--- src/rtl/tx_controller_if.sv ---
// tx_controller_if: processor-side bus of the UART transmit controller.
// master: write strobe, byte and frame config in; strobes and status back.
//   write, data[7:0], eight, pen, ohel, baud[3:0]   master -> slave
//   load, shift, bit10, bit9, ldata[6:0], TxRdy, tx_done   slave -> master
interface tx_controller_if;
    logic       write;
    logic [7:0] data;
    logic       eight;
    logic       pen;
    logic       ohel;
    logic [3:0] baud;
    logic       load;
    logic       shift;
    logic       bit10;
    logic       bit9;
    logic [6:0] ldata;
    logic       TxRdy;
    logic       tx_done;

    modport master (
        output write, data, eight, pen, ohel, baud,
        input  load, shift, bit10, bit9, ldata, TxRdy, tx_done
    );

    modport slave (
        input  write, data, eight, pen, ohel, baud,
        output load, shift, bit10, bit9, ldata, TxRdy, tx_done
    );
endinterface

--- src/rtl/tx_controller.sv ---
// tx_controller: UART transmit control FSM driving an 11-bit shift register.
// Ports: clk, rst (async active-low), bus (tx_controller_if.slave).
//   Accepts a byte on write while TxRdy, latches data/baud and the decoded
//   frame bits 10/9, then pulses load, 11 shifts at the bit time, tx_done.
// Param BIT_TIME_OVR: nonzero replaces the baud table (cycles per bit).
// Macro TX_PARITY_EN: enables parity decode; otherwise pen/ohel are ignored.
module tx_controller #(
    parameter int BIT_TIME_OVR = 0
) (
    input  logic            clk,
    input  logic            rst,
    tx_controller_if.slave  bus
);

    typedef enum logic [1:0] {
        IDLE,
        LOAD,
        SEND,
        DONE
    } state_t;

    state_t      st, st_nxt;
    logic [18:0] cnt, cnt_nxt;
    logic [18:0] lk_m1;
    logic [3:0]  bcnt, bcnt_nxt;
    logic        accept;
    logic        b10_d, b9_d;

    logic        load_q, shift_q, done_q, rdy_q;
    logic        b10_q, b9_q;
    logic [6:0]  ldata_q;

    function automatic logic [18:0] bit_time(input logic [3:0] b);
        if (BIT_TIME_OVR != 0) return 19'(BIT_TIME_OVR);
        unique case (b)
            4'd0:    return 19'd333333;
            4'd1:    return 19'd83333;
            4'd2:    return 19'd41667;
            4'd3:    return 19'd20833;
            4'd4:    return 19'd10417;
            4'd5:    return 19'd5208;
            4'd6:    return 19'd2604;
            4'd7:    return 19'd1736;
            4'd8:    return 19'd868;
            4'd9:    return 19'd434;
            4'd10:   return 19'd217;
            4'd11:   return 19'd109;
            default: return 19'd868;
        endcase
    endfunction

    assign accept = bus.write && (st == IDLE);

`ifdef TX_PARITY_EN
    logic p;

    always_comb begin
        p = ^(bus.eight ? bus.data : {1'b0, bus.data[6:0]}) ^ bus.ohel;
        unique case ({bus.eight, bus.pen})
            2'b00:   {b10_d, b9_d} = 2'b11;
            2'b01:   {b10_d, b9_d} = {1'b1, p};
            2'b10:   {b10_d, b9_d} = {1'b1, bus.data[7]};
            default: {b10_d, b9_d} = {p, bus.data[7]};
        endcase
    end
`else
    logic unused_cfg;

    assign unused_cfg = bus.pen ^ bus.ohel;
    assign b10_d      = 1'b1;
    assign b9_d       = bus.eight ? bus.data[7] : 1'b1;
`endif

    always_comb begin
        st_nxt   = st;
        cnt_nxt  = cnt;
        bcnt_nxt = bcnt;
        unique case (st)
            IDLE: if (accept) st_nxt = LOAD;
            LOAD: begin
                cnt_nxt  = '0;
                bcnt_nxt = '0;
                st_nxt   = SEND;
            end
            SEND: begin
                if (cnt == lk_m1) begin
                    cnt_nxt  = '0;
                    bcnt_nxt = bcnt + 4'd1;
                    if (bcnt == 4'd10) st_nxt = DONE;
                end else begin
                    cnt_nxt = cnt + 19'd1;
                end
            end
            default: st_nxt = IDLE;
        endcase
    end

    always_ff @(posedge clk or negedge rst) begin
        if (!rst) begin
            st   <= IDLE;
            cnt  <= '0;
            bcnt <= '0;
        end else begin
            st   <= st_nxt;
            cnt  <= cnt_nxt;
            bcnt <= bcnt_nxt;
        end
    end

    // Outputs are registered from next-state values so each strobe lines
    // up with the state/count it belongs to without a cycle of lag.
    always_ff @(posedge clk or negedge rst) begin
        if (!rst) begin
            load_q  <= 1'b0;
            shift_q <= 1'b0;
            done_q  <= 1'b0;
            rdy_q   <= 1'b1;
        end else begin
            load_q  <= (st_nxt == LOAD);
            shift_q <= (st_nxt == SEND) && (cnt_nxt == lk_m1);
            done_q  <= (st_nxt == DONE);
            rdy_q   <= (st_nxt == IDLE);
        end
    end

    always_ff @(posedge clk or negedge rst) begin
        if (!rst) begin
            ldata_q <= 7'h7F;
            b10_q   <= 1'b1;
            b9_q    <= 1'b1;
            lk_m1   <= '0;
        end else if (accept) begin
            ldata_q <= bus.data[6:0];
            b10_q   <= b10_d;
            b9_q    <= b9_d;
            lk_m1   <= bit_time(bus.baud) - 19'd1;
        end
    end

    assign bus.load    = load_q;
    assign bus.shift   = shift_q;
    assign bus.tx_done = done_q;
    assign bus.TxRdy   = rdy_q;
    assign bus.ldata   = ldata_q;
    assign bus.bit10   = b10_q;
    assign bus.bit9    = b9_q;

endmodule

--- src/flat_wrapper.sv ---
// flat-port wrapper written by rule: the top's interface ports become plain ports
module tx_controller_flat 
#(
    parameter int BIT_TIME_OVR = 0
)
  (clk, rst, bus_write, bus_data, bus_eight, bus_pen, bus_ohel, bus_baud, bus_load, bus_shift, bus_bit10, bus_bit9, bus_ldata, bus_TxRdy, bus_tx_done);
  tx_controller_if bus_i ();
  input  logic clk;
  input  logic rst;
  input wire logic [$bits(bus_i.write)-1:0] bus_write;
  input wire logic [$bits(bus_i.data)-1:0] bus_data;
  input wire logic [$bits(bus_i.eight)-1:0] bus_eight;
  input wire logic [$bits(bus_i.pen)-1:0] bus_pen;
  input wire logic [$bits(bus_i.ohel)-1:0] bus_ohel;
  input wire logic [$bits(bus_i.baud)-1:0] bus_baud;
  output wire logic [$bits(bus_i.load)-1:0] bus_load;
  output wire logic [$bits(bus_i.shift)-1:0] bus_shift;
  output wire logic [$bits(bus_i.bit10)-1:0] bus_bit10;
  output wire logic [$bits(bus_i.bit9)-1:0] bus_bit9;
  output wire logic [$bits(bus_i.ldata)-1:0] bus_ldata;
  output wire logic [$bits(bus_i.TxRdy)-1:0] bus_TxRdy;
  output wire logic [$bits(bus_i.tx_done)-1:0] bus_tx_done;
  assign bus_i.write = bus_write;
  assign bus_i.data = bus_data;
  assign bus_i.eight = bus_eight;
  assign bus_i.pen = bus_pen;
  assign bus_i.ohel = bus_ohel;
  assign bus_i.baud = bus_baud;
  assign bus_load = bus_i.load;
  assign bus_shift = bus_i.shift;
  assign bus_bit10 = bus_i.bit10;
  assign bus_bit9 = bus_i.bit9;
  assign bus_ldata = bus_i.ldata;
  assign bus_TxRdy = bus_i.TxRdy;
  assign bus_tx_done = bus_i.tx_done;
  tx_controller #(.BIT_TIME_OVR(BIT_TIME_OVR)) u_core (.clk(clk), .rst(rst), .bus(bus_i));
endmodule
--- config.mk ---
export PLATFORM = sky130hd
export DESIGN_NAME = tx_controller_flat
export DESIGN_NICKNAME = d
export VERILOG_FILES = /design/src/rtl/tx_controller_if.sv /design/src/rtl/tx_controller.sv /design/src/flat_wrapper.sv
export SDC_FILE = /design/constraint.sdc
export NUM_CORES = 1
export LEC_CHECK = 0
export CORE_UTILIZATION = 45
export CTS_BUF_LIST = sky130_fd_sc_hd__clkbuf_8
export CTS_CLUSTER_SIZE = 25
export DETAILED_ROUTE_END_ITERATION = 6
export SLEW_MARGIN = 5
export SYNTH_ARGS = -nofsm -noshare
export SYNTH_HDL_FRONTEND = slang
export SYNTH_SLANG_ARGS = --single-unit
--- constraint.sdc ---
create_clock -name clk -period 3.3 [get_ports clk]
set_input_delay 0.495 -clock clk [delete_from_list [all_inputs] [get_ports clk]]
set_output_delay 0.495 -clock clk [all_outputs]
set_load 0.01 [all_outputs]
==> summary.md <==
| Metric | Value |
|---|---|
| # rows | 33 |
| Reg-to-reg startpoint | u_core.st[0]$_DFF_PN0_ |
| YS warnings | 0 |
| Crit path buffers/inverters | 2 |
| First-pass GRT wire length | ~17000 um |
| Period utilization | around nine tenths |
| Status | finished, final reports clean |
| Synthesized area | between 0.003 and 0.004 sq mm |
| Clock skew | 0.0170 ns |
| Max incr delay on CP | 0.58 ns |
| Vias/cell | 5.96 |
| GRT overflow | 0 |
| Pre-CTS setup slack | 0.404 ns |
| Setup Viol. Count Final | 0 |
| Final-stage net count | roughly 490 |
| PortBufs | 27 |
| Avg WL per Cell | around 18 um |
| Final min period | roughly 2.9 ns |
| TritonCTS clock tree | yes |
| Top Family by Delay on Critical Path | simple AND/OR/NAND/NOR gates |
| Antenna-violating nets left | 0 |
| Worst hold-check path type | input pin to async pin |
| Mean Syn Cell Area | around 8.7 sq um |
| Starting Density | between 40% and 50% |
| Yosys top cell area share | around 31% |
| CP required | about 3.5 ns |
| Pin count of the biggest net entering global routing | 34 |
| LEAKAGE | 1.86 nW |
| Reg2reg setup slack | 0.38 ns |
| Clock transition at path regs | ~0.12 ns |
| Final Max Tran Viols | 0 |
| Hold-fix buffer count after cts | 0 |
| I/O Pins | 31 |
| Post-synth net total | 468 |
| Vias | between 3000 and 4000 |
| Worst path cell trace | inv_1 -> ha_1 -> buf_4 -> and3_1 -> nand3_1 -> xnor2_1 -> nor2b_1 -> nor4bb_1 -> nor3_1 -> nor4b_2 |
| Clk buf depth | 2 |
| Worst path slowest cell | ha_1 |
| Vias in the first global route | 3293 |
| Tot GR Track Use | 24.5% |
| Unique cell type count in the Yosys netlist | between 50 and 60 |
| F_max | 343 MHz |
| DP Area | about 0.0041 sq mm |
| Hpwl dp | 7470 um |
| Fraction of layout cells with a size suffix above 1 | about 11% |
| Reg2reg end | u_core.bus.shift$_DFF_PN0_ |
| Critical path class | flip-flop to flip-flop |
| Post-CTS setup buffer count | 0 |
| Flops & latches, synth | 56 |
| Die height | about 94 um |
| CP startpoint kind | flip-flop |
| DRT iter0 DRCs | around 360 |
| Worst-skew pair later-pin latency | approximately 0.33 ns |
| Register area share after synthesis | a little under two fifths |
| Drt drc | 0 |
| MaxCap Viol Count | 0 |
| Resized Gates After CTS | 0 |
| Drt total wl | approximately 9900 um |
| Setup slack after layout | approximately 0.38 ns |
| Die ar. | between 0.008 and 0.009 sq mm |
| FFs w/ async S/R, synth | 100% |
| Post-synth EDFFs | 0 |
| Pwr dens | about 760 mW/mm^2 |
| Yosys top cell by area | dfrtp_1 |
| Clock sink total | between 50 and 60 |
| Ant. Diodes | 0 |
| Root Buffer Master | clkbuf_8 |
| Synth top area cells | dfrtp_1, xor2_1, dfstp_2 |
| # H-tree levels | 2 |
| Cell area after layout | approximately 0.0042 sq mm |
| Cts bufs inserted | 5 |
| Core Area | between 0.008 and 0.009 sq mm |
| Slew margin rel. | 50.2% |
| Reg2Reg Depth | 10 |
| Crit path DAT | roughly 3.2 ns |
| RSZ-0062 raised after global routing | false |
| Fillers | between 800 and 900 |
| RD Place Congestion | between 0.9 and 1 |
| Die extent in x | between 90 and 100 um |
| Area Growth Syn to Fin | 11.6% |
| Mapped Cells | between 400 and 500 |
| Crit end category | flip-flop |
| Hold Violations, Final | 0 |
| Setup_tns | 0 ns |
| DRT Pass-1 Iters | 6 |
| Ys flop type | dfrtp_1 |
| Initial antenna violation count | 0 |
| Worst slew pin tran | roughly 0.75 ns |
| CP Max Fanout | 12 |
| Maximum VDD drop | between 0.3 and 0.4 mV |
==> worst max path at each step <==
| stage | startpoint | cells past startpoint | endpoint |
|---|---|---|---|
| floorplan | u_core.st[0]$_DFF_PN0_ | 11 | u_core.bus.shift$_DFF_PN0_ |
| global placement | u_core.st[0]$_DFF_PN0_ | 9 | u_core.bus.shift$_DFF_PN0_ |
| detailed placement | u_core.st[0]$_DFF_PN0_ | 10 | u_core.bus.shift$_DFF_PN0_ |
| CTS | u_core.st[0]$_DFF_PN0_ | 10 | u_core.bus.shift$_DFF_PN0_ |
| global route | u_core.st[0]$_DFF_PN0_ | 10 | u_core.bus.shift$_DFF_PN0_ |
| finish | u_core.st[0]$_DFF_PN0_ | 10 | u_core.bus.shift$_DFF_PN0_ |
==> report_power, final <==
group | total, W | internal [W] | switching, W | leakage (nW)
Clock | 0.000411 | 0.000156 | 0.000256 | 0.0487
Sequential | 0.00114 | 0.000917 | 0.000223 | 0.726
Combinational | 0.00165 | 0.000707 | 0.000946 | 1.09
==> cell usage after synthesis (all sizes together), types with 3 or more instances <==
master   count
o22ai        7
nand2       51
nor3b        3
xor2        29
and2         6
nor4         9
a21oi       19
or3          3
buf         17
nor2        33
inv         15
o211ai       3
nor2b        4
nor3         8
dfrtp       47
clkbuf      15
o21ai       30
a31oi        3
o41ai        4
nand3       19
and4         5
dfstp        9
o2111ai      3
mux2         7
ha          13
a211oi       3
nand4       12
and3         7
xnor2        7
nand2b       6
a22o         5
o31ai       12
==> registers in the layout, summed over array words and instances, names as in the netlist <==
signal / cells
u_core.bcnt: 4
u_core.bus.tx_done: 1
u_core.bus.TxRdy: 1
u_core.lk_m1: 19
u_core.st: 2
u_core.bus.bit9: 1
u_core.bus.shift: 1
u_core.bus.load: 1
u_core.bus.ldata: 7
u_core.cnt: 19
==> final cells by class <==
type / instances / area (sq um) / area share [%]
Multi-Input combinational cell: 334 / 2140 / 50.4
Tap cell: 105 / 131 / 3.10
Timing Repair Buffer: 46 / 408 / 9.62
Sequential cell: 56 / 1410 / 33.3
Clock buffer: 5 / 68.8 / 1.62
Clock inverter: 3 / 26.3 / 0.620
Inverter: 15 / 56.3 / 1.33
==> cells in the final DEF (no fill, tap or decap), types with 13 or more instances in the layout <==
| cell type | instances |
|---|---|
| xor2_1 | 29 |
| nand2_1 | 51 |
| nand3_1 | 18 |
| clkdlybuf4s50_1 | 26 |
| o21ai_0 | 30 |
| buf_4 | 19 |
| dfrtp_1 | 47 |
| ha_1 | 13 |
| a21oi_1 | 19 |
| nor2_1 | 33 |
| inv_1 | 15 |
==> logic make-up (layout without fill, tap and decap cells) <==
| group | count (synthesis) | count (layout) | synth area share, % |
|---|---|---|---|
| other | 1 | 1 | 0.0987 |
| XOR/XNOR | 36 | 36 | 8.30 |
| adder cells (fa/ha/maj) | 13 | 13 | 4.28 |
| buffers and inverters | 47 | 69 | 6.58 |
| AO/OA/AOI/OAI | 104 | 104 | 17.8 |
| multiplexers | 9 | 9 | 2.60 |
| AND/OR/NAND/NOR | 171 | 171 | 23.1 |
| flip-flops | 56 | 56 | 37.2 |
==> metrics by stage <==
stage          power [W]  instances  hold WS (ns)  util [%]
4_1_cts          0.00320        564         0.255      51.9
2_1_floorplan    0.00221        437         0.199         -
6_report         0.00320        564         0.222      51.9
3_3_place_gp     0.00276        556         0.468      50.7
5_1_grt          0.00343        564         0.283      51.9
3_5_place_dp     0.00279        556         0.474      50.7
==> routing by layer <==
layer	part of all wire (%)	routed length [um]	up-vias	track usage, %
met5	0	0	-	0
met1	45	4480	1592	32.9
met4	3.2	320	0	9.49
met3	5.4	538	28	3.80
met2	46	4610	138	39.4
li1	-	-	1603	-
(Power assumes the default switching activity.)
==> RTL change, RTL diff (config.mk and constraints unchanged) <==
Encoding of `state_t`: now Gray code (2 bits for 4 states).
--- a/src/rtl/tx_controller.sv
+++ b/src/rtl/tx_controller.sv
@@ -13,10 +13,10 @@
 );
 
     typedef enum logic [1:0] {
-        IDLE,
-        LOAD,
-        SEND,
-        DONE
+        IDLE = 2'b00,
+        LOAD = 2'b01,
+        SEND = 2'b11,
+        DONE = 2'b10
     } state_t;
 
     state_t      st, st_nxt;
Function: same outputs for any inputs over 10 cycles, from zero or initial values and one cycle with rst low; not proved beyond that.
==> RTL change against the original RTL <==
- routed wire length grew 13%
- first-iteration DRC count increased by 2.8%
- sequential cell count unchanged
- setup slack lost 0.026 ns
- via count increased by 11%
- synthesized cell count rose by 15%
- area after synthesis up 6.3%
- non-clock buffer count rose by 2
- hold slack better by 0.021 ns
- cell area up 5.1%
- global-route usage rose by 0.48 points
- critical path type unchanged
- critical endpoint unchanged
Power is not compared: it rests on default switching activity, and its combinational part moved more than twofold at a synthesized area within 25%.
==> RTL change: results <==
set metrics [dict create \
    status "completed" \
    detail_route.wirelength.met1_mm 5.11 \
    synth.area.mux_share 0.0400 \
    via_per_inst 5.97 \
    syn_nets 530 \
    grt_use_total 0.249 \
    initialDrtViolationCount 373 \
    dp_hpwl_mm 8.31 \
    tightest_slew_ns 0.785 \
    place.gp.congestion 0.986 \
    synthAdderAreaFrac 0.0279 \
    synth_compound_area_frac 0.188 \
    gr-usage-met3 0.0368 \
    finClkSkew_ns 0.00505 \
    wl_met2_mm 5.03 \
    fillers 839 \
    ys_types 64 \
    grt_pass1_vias 3512 \
    wl_per_cell_um 18.1 \
    cpPeakStageDelay_ns 0.55 \
    met2_usage 0.384 \
    crit_path_start "u_core.cnt[0]" \
    synthTopCellsByArea "dfrtp_1 29%, nand2_1 7.6%, dfstp_2 5.9%, o21ai_0 5.5%, xor2_1 4.3%" \
    met3_length_um 740 \
    rr_worst_depth 9 \
    yosysSeqAreaShare 0.350 \
]
==> RTL change: cell types whose count changed in the layout (fill, tap and decap cells not counted), sizes merged, moves of 5 or more <==
cell / unedited run / this run
nand2: 51 / 83
a21oi: 19 / 14
mux2i: 2 / 15
mux2: 7 / 1
o21ai: 30 / 45
inv: 16 / 22
o22ai: 7 / 1
nor2: 33 / 38
xor2: 29 / 20
==> RTL change: kinds of logic after synthesis <==
| logic type | Yosys count |
|---|---|
| AND/OR/NAND/NOR | 212 |
| AO/OA/AOI/OAI | 117 |
| buffers and inverters | 66 |
| flip-flops | 56 |
| XOR/XNOR | 26 |
| multiplexers | 16 |
| adder cells (fa/ha/maj) | 9 |
| other | 1 |
==> RTL change: final cells by class <==
type	count	area, um^2	area share
timing repair buffer	48	423	0.0949
multi-input combinational	381	2320	0.520
inverter	21	78.8	0.0177
clock buffer	5	68.8	0.0154
sequential	56	1410	0.317
tap	108	135	0.0303
clock inverter	3	21.3	0.00477
==> RTL change: critical path, delay by kind of cell (launching register included) <==
kind	cells	cell delay (ns)
flip-flops	1	0.51
adder cells (fa/ha/maj)	1	0.32
AO/OA/AOI/OAI	2	0.41
AND/OR/NAND/NOR	6	1.64
==> RTL change: per-stage QoR <==
step / hold WS, ns / setup slack, ns / instances
3_5_place_dp: 0.450 / 0.423 / 614
2_1_floorplan: 0.199 / 0.876 / 503
5_1_grt: 0.310 / 0.0741 / 622
3_3_place_gp: 0.447 / 0.428 / 614
4_1_cts: 0.274 / 0.367 / 622
6_report: 0.243 / 0.355 / 622
==> RTL change: where the power goes <==
group | leakage, nW | switching, mW | internal, mW
Clock | 0.0445 | 0.246 | 0.152
Combinational | 1.23 | 0.354 | 0.299
Sequential | 0.718 | 0.155 | 0.796
